<file path="src/rtl/gray_to_bin_tracker.sv">
// Gray-code to binary converter with step/direction tracking, wrap-around position counter and saturating error count.
// Optional macro GRAY_SYNC_EN inserts a 2-flop input synchronizer ahead of the capture stage.
module gray_to_bin_tracker #(
    parameter int W    = 4,
    parameter int CNTW = 8
) (
    input  logic            clk,
    input  logic            rst,
    input  logic            en,
    input  logic [W-1:0]    g,
    input  logic            pos_clr,
    output logic [W-1:0]    b,
    output logic            b_valid,
    output logic            step_up,
    output logic            step_dn,
    output logic            err,
    output logic            dir,
    output logic [CNTW-1:0] pos,
    output logic [7:0]      err_cnt
);

    typedef enum logic {S_PRIME = 1'b0, S_TRACK = 1'b1} state_t;

    state_t          r_state;
    state_t          w_state_next;
    logic [W-1:0]    w_g_cap;
    logic [W-1:0]    w_bin;
    logic [W-1:0]    r_p;
    logic            r_b_valid;
    logic            r_step_up;
    logic            r_step_dn;
    logic            r_err;
    logic            r_dir;
    logic [CNTW-1:0] r_pos;
    logic [7:0]      r_err_cnt;
    logic            w_step_up;
    logic            w_step_dn;
    logic            w_err;

`ifdef GRAY_SYNC_EN
    logic [W-1:0] r_sync1;
    logic [W-1:0] r_sync2;

    // Free-running synchronizer; en only gates the capture stage behind it.
    always_ff @(posedge clk) begin
        if (rst) begin
            r_sync1 <= '0;
            r_sync2 <= '0;
        end else begin
            r_sync1 <= g;
            r_sync2 <= r_sync1;
        end
    end

    assign w_g_cap = r_sync2;
`else
    assign w_g_cap = g;
`endif

    // Each binary bit is the XOR of all Gray bits at or above it.
    genvar gi;
    generate
        for (gi = 0; gi < W; gi++) begin : g_conv
            assign w_bin[gi] = ^w_g_cap[W-1:gi];
        end
    endgenerate

    always_ff @(posedge clk) begin
        if (rst) begin
            r_state <= S_PRIME;
        end else begin
            r_state <= w_state_next;
        end
    end

    always_comb begin
        w_state_next = r_state;
        if (r_state == S_PRIME && en) begin
            w_state_next = S_TRACK;
        end
    end

    always_comb begin
        w_step_up = 1'b0;
        w_step_dn = 1'b0;
        w_err     = 1'b0;
        if (en && r_state == S_TRACK && w_bin != r_p) begin
            if (w_bin == r_p + W'(1)) begin
                w_step_up = 1'b1;
            end else if (w_bin == r_p - W'(1)) begin
                w_step_dn = 1'b1;
            end else begin
                w_err = 1'b1;
            end
        end
    end

    // The last captured binary value doubles as the comparison reference p.
    always_ff @(posedge clk) begin
        if (rst) begin
            r_p       <= '0;
            r_b_valid <= 1'b0;
            r_step_up <= 1'b0;
            r_step_dn <= 1'b0;
            r_err     <= 1'b0;
            r_dir     <= 1'b0;
            r_pos     <= '0;
            r_err_cnt <= '0;
        end else begin
            r_step_up <= w_step_up;
            r_step_dn <= w_step_dn;
            r_err     <= w_err;
            if (en) begin
                r_p       <= w_bin;
                r_b_valid <= 1'b1;
            end
            if (w_step_up) begin
                r_dir <= 1'b1;
            end else if (w_step_dn) begin
                r_dir <= 1'b0;
            end
            if (pos_clr) begin
                r_pos <= '0;
            end else if (w_step_up) begin
                r_pos <= r_pos + CNTW'(1);
            end else if (w_step_dn) begin
                r_pos <= r_pos - CNTW'(1);
            end
            if (w_err && r_err_cnt != 8'hFF) begin
                r_err_cnt <= r_err_cnt + 8'd1;
            end
        end
    end

    assign b       = r_p;
    assign b_valid = r_b_valid;
    assign step_up = r_step_up;
    assign step_dn = r_step_dn;
    assign err     = r_err;
    assign dir     = r_dir;
    assign pos     = r_pos;
    assign err_cnt = r_err_cnt;

endmodule

</file>
<file path="config.mk">
export PLATFORM = sky130hd
export DESIGN_NAME = gray_to_bin_tracker
export DESIGN_NICKNAME = d
export VERILOG_FILES = /design/src/rtl/gray_to_bin_tracker.sv
export SDC_FILE = /design/constraint.sdc
export NUM_CORES = 1
export LEC_CHECK = 0
export CORE_MARGIN = 2
export CORE_UTILIZATION = 45
export DETAILED_ROUTE_END_ITERATION = 8
export MAX_ROUTING_LAYER = met4
export PLACE_DENSITY_LB_ADDON = 0.2
export SLEW_MARGIN = 20
export SYNTH_ARGS = -nofsm -noshare
export SYNTH_HDL_FRONTEND = slang
export SYNTH_SLANG_ARGS = --single-unit
</file>
<file path="constraint.sdc">
create_clock -name clk -period 3.2 [get_ports clk]
set_input_delay 0.48 -clock clk [delete_from_list [all_inputs] [get_ports clk]]
set_output_delay 0.48 -clock clk [all_outputs]
set_load 0.1 [all_outputs]
</file>
==> tab_implementation.tex <==
\begin{tabular}{lr}
\hline
Metric & Value \\
\hline
\multicolumn{2}{l}{\textbf{Logic synthesis}} \\
\quad Warnings from Yosys & 0 \\
\quad Post-synth EDFFs & 0 \\
\quad Distinct cells, synth & 37 \\
\quad Average cell area after synthesis & 8.88 sq um \\
\quad Syn nets & 187 \\
\quad Post-Synthesis Cells & 169 \\
\quad Share of synthesized registers carrying an async set or reset & 0 \\
\quad Sequential-to-total area share from yosys stat & 0.347 \\
\quad Flip-flop cell with the highest count after synthesis & sky130\_fd\_sc\_hd\_\_dfxtp\_1 \\
\quad Mapped cell area & 1500 sq um \\
\quad Synthesized flop and latch total & 26 \\
\multicolumn{2}{l}{\textbf{Global routing}} \\
\quad Antenna violations before repair & 0 \\
\quad Largest net degree at the start of global routing & 23 \\
\quad Global routing usage summed across all routing layers & 0.196 \\
\quad Wire length of the first global-routing pass & 5440 um \\
\quad Vias in the first global route & 1257 \\
\quad Final global-route overflow total & 0 \\
\multicolumn{2}{l}{\textbf{Placed design}} \\
\quad HPWL after detailed placement & 2620 um \\
\quad Total of buffers placed on input and output ports & 32 \\
\quad Gpl congestion & 0.832 \\
\multicolumn{2}{l}{\textbf{STA}} \\
\quad Fraction of the cycle the final worst path needs & 0.964 \\
\quad Worst hold margin & 482 ps \\
\quad Final number of max-transition violations & 0 \\
\quad Slew at the pin closest to its max-slew limit & 973 ps \\
\quad Number of failing setup endpoints in the final timing report & 0 \\
\quad Upper clock frequency limit & 324 MHz \\
\quad Clock period minus final worst setup slack & 3090 ps \\
\quad Final clock skew & 8.00 ps \\
\quad Remaining max-slew budget at the tightest pin & 0.349 \\
\quad Final Hold Vio Count & 0 \\
\multicolumn{2}{l}{\textbf{Cells and area}} \\
\quad Post-Route Utilization & 0.689 \\
\quad Fraction of final layout cells sized beyond drive strength 1 & 0.314 \\
\quad Number of inserted diodes & 0 \\
\quad Total of fill cells in the finished design & 272 \\
\quad Final-stage net count & 248 \\
\quad Post-synthesis to final-layout area growth & 42.5\% \\
\multicolumn{2}{l}{\textbf{CTS}} \\
\quad Buffer levels on the longest clock path & 2 \\
\quad Hold-fix buffers at CTS & 0 \\
\quad CTS tree & yes \\
\quad Clock Sinks & 26 \\
\quad Clock insertion delay at the later pin of the skew report & 330 ps \\
\quad Cts bufs inserted & 3 \\
\quad Number of H-tree levels & 1 \\
\quad Root buffer cell & sky130\_fd\_sc\_hd\_\_clkbuf\_4 \\
\quad Reg clk slew, reported paths & 150 ps \\
\multicolumn{2}{l}{\textbf{Floorplan}} \\
\quad Placeable Area & 3100 sq um \\
\quad Area of the die & 3810 sq um \\
\quad Chip Width & 61.7 um \\
\quad Top-level I/O count & 33 \\
\quad Number of cell rows & 20 \\
\quad Overall die height & 61.7 um \\
\quad Initial cell density of the core & 0.483 \\
\multicolumn{2}{l}{\textbf{Worst setup path}} \\
\quad Maximum net fanout on the critical path & 3 \\
\quad Data arrival, critical path & 3350 ps \\
\quad Nature of the critical path startpoint & primary input \\
\quad Type of destination of the critical path & flop \\
\quad Worst EP required & 3470 ps \\
\quad Category of the critical setup timing path & primary input to flop \\
\multicolumn{2}{l}{\textbf{Routing}} \\
\quad DRC violation count after routing & 0 \\
\quad Via total after detailed routing & 1377 \\
\quad Number of DRC markers after the initial detailed-route iteration & 43 \\
\quad Drt wl/cell & 12.5 um \\
\quad Remaining antenna violation count after routing & 0 \\
\quad Number of vias per cell after detailed routing & 5.04 \\
\quad Wire length after detailed routing & 3420 um \\
\quad Detailed Routing Iterations Pass 1 & 2 \\
\multicolumn{2}{l}{\textbf{Pwr}} \\
\quad Part of the total power dissipated in combinational logic & 0.356 \\
\quad Switching portion of total power & 0.336 \\
\quad Power per cell area & 399 nW/um\^{}2 \\
\quad Peak supply drop & 0.290 mV \\
\quad Sequential share of power & 0.410 \\
\quad Internal Pwr Total & 0.566 mW \\
\quad Psw & 0.286 mW \\
\quad Leak pwr & 0.969 nW \\
\quad Clock network power share & 0.233 \\
\multicolumn{2}{l}{\textbf{Run}} \\
\quad Max-cap viol count & 0 \\
\multicolumn{2}{l}{\textbf{Status}} \\
\quad Result of the run & completed \\
\multicolumn{2}{l}{\textbf{Min path}} \\
\quad Path category of the worst min-delay check & flop to flop \\
\hline
\end{tabular}
-- kinds of logic (layout without fill, tap and decap cells) --
group / Yosys count / count (layout) / synth area share
buf+inv: 12 / 72 / 0.0367
fa+ha+maj: 10 / 10 / 0.0884
simple gates: 65 / 65 / 0.211
xor+xnor: 23 / 23 / 0.154
compound gates: 27 / 27 / 0.123
flops: 26 / 26 / 0.347
mux: 6 / 6 / 0.0400
-- cell usage after synthesis, types with 2 or more instances --
cell                       count  area [sq um]
sky130_fd_sc_hd__xor2_1        6          52.6
sky130_fd_sc_hd__xnor2_1      15           131
sky130_fd_sc_hd__buf_2         2          10.0
sky130_fd_sc_hd__nor2_1       29           109
sky130_fd_sc_hd__a211oi_1      3          22.5
sky130_fd_sc_hd__and3_1        3          18.8
sky130_fd_sc_hd__ha_1          9           113
sky130_fd_sc_hd__nand2_1       8          30.0
sky130_fd_sc_hd__a21o_1        2          15.0
sky130_fd_sc_hd__buf_1         2          7.51
sky130_fd_sc_hd__clkbuf_1      2          7.51
sky130_fd_sc_hd__nor4_1        2          12.5
sky130_fd_sc_hd__nor3_1        5          25.0
sky130_fd_sc_hd__dfxtp_1      26           521
sky130_fd_sc_hd__mux2i_1       6          60.1
sky130_fd_sc_hd__nand2b_1      3          18.8
sky130_fd_sc_hd__o21bai_1      4          30.0
sky130_fd_sc_hd__a21oi_1      10          50.1
sky130_fd_sc_hd__inv_1         5          18.8
sky130_fd_sc_hd__nor4_2        2          25.0
sky130_fd_sc_hd__nand3_1       7          35.0
sky130_fd_sc_hd__o21ai_0       2          10.0
sky130_fd_sc_hd__or4_1         2          15.0
-- final cells by class --
| cell class | instances | area (sq um) | share of cell area |
|---|---|---|---|
| repair buffers | 63 | 512 | 0.239 |
| well taps | 44 | 55.1 | 0.0258 |
| clock buffers | 4 | 47.5 | 0.0222 |
| multi-input cells | 131 | 971 | 0.454 |
| inverters | 5 | 18.8 | 0.00878 |
| flip-flops and latches | 26 | 533 | 0.249 |
-- stage by stage --
stage	cells	power (mW)	setup WS [ps]	cell area, sq um	setup TNS, ps
global placement	264	0.634	-303	2010	-899
CTS	268	0.838	10.3	2060	0
detailed placement	264	0.641	-421	2010	-1410
floorplan	169	0.550	91.0	1520	0
global route	273	0.892	-30.1	2140	-30.1
finish	273	0.852	115	2140	0
-- cell usage in the layout, fill, tap and decap left out, types with 6 or more instances in the layout --
| cell type | n |
|---|---|
| sky130_fd_sc_hd__buf_4 | 49 |
| sky130_fd_sc_hd__nor2_1 | 29 |
| sky130_fd_sc_hd__dfxtp_1 | 22 |
| sky130_fd_sc_hd__xnor2_1 | 15 |
| sky130_fd_sc_hd__clkdlybuf4s50_1 | 11 |
| sky130_fd_sc_hd__a21oi_1 | 8 |
| sky130_fd_sc_hd__ha_1 | 8 |
| sky130_fd_sc_hd__nand3_1 | 7 |
| sky130_fd_sc_hd__nand2_1 | 7 |
| sky130_fd_sc_hd__mux2i_1 | 6 |
-- worst paths after layout --
path	from	endpoint	slack, ps	depth (start not counted)
worst max register to register	b[0]	pos[7]	200	13
worst max-delay path	g[3]	pos[7]	110	13
worst min register to register	b_valid	b_valid	480	2
worst min-delay path	b_valid	b_valid	480	2
-- power by group through the flow --
stage	Sequential (mW)	Combinational (mW)	Clock, mW
detailed placement	0.356	0.284	0
global route	0.351	0.325	0.216
floorplan	0.425	0.125	0
finish	0.349	0.304	0.199
global placement	0.355	0.278	0
CTS	0.349	0.284	0.204
-- sequential cells by signal, summed over array words and instances, names as in the netlist --
name / count
err_cnt: 8
err: 1
pos: 8
step_up: 1
r_state: 1
dir: 1
b_valid: 1
b: 4
step_dn: 1
-- critical path, cell delays in order --
cell and delay (ps):
sky130_fd_sc_hd__dlygate4sd2_1 240, sky130_fd_sc_hd__xor3_2 500, sky130_fd_sc_hd__xor2_2 180, sky130_fd_sc_hd__nor3_2 270, sky130_fd_sc_hd__nand2_2 100, sky130_fd_sc_hd__ha_1 280, sky130_fd_sc_hd__a21o_1 180, sky130_fd_sc_hd__a21oi_2 130
sky130_fd_sc_hd__o21bai_1 80, sky130_fd_sc_hd__a21oi_2 190, sky130_fd_sc_hd__o21ai_2 100, sky130_fd_sc_hd__or4_4 510, sky130_fd_sc_hd__o211ai_1 100
-- layer usage --
metal / vias up / global-route usage / wire (um) / share of wire
met5: - / - / 0 / 0
met4: 0 / 0.0426 / 27 / 0.0079
met3: 4 / 0.0497 / 122 / 0.036
met2: 22 / 0.344 / 1800 / 0.53
met1: 649 / 0.226 / 1470 / 0.43
li1: 702 / - / - / -
-- timing repair --
item	CTS	global route
setup buffers	0	5
gates resized for setup	2	8
pin swaps	2	6
endpoints found under the setup margin	2	3
(Power assumes the default switching activity.)
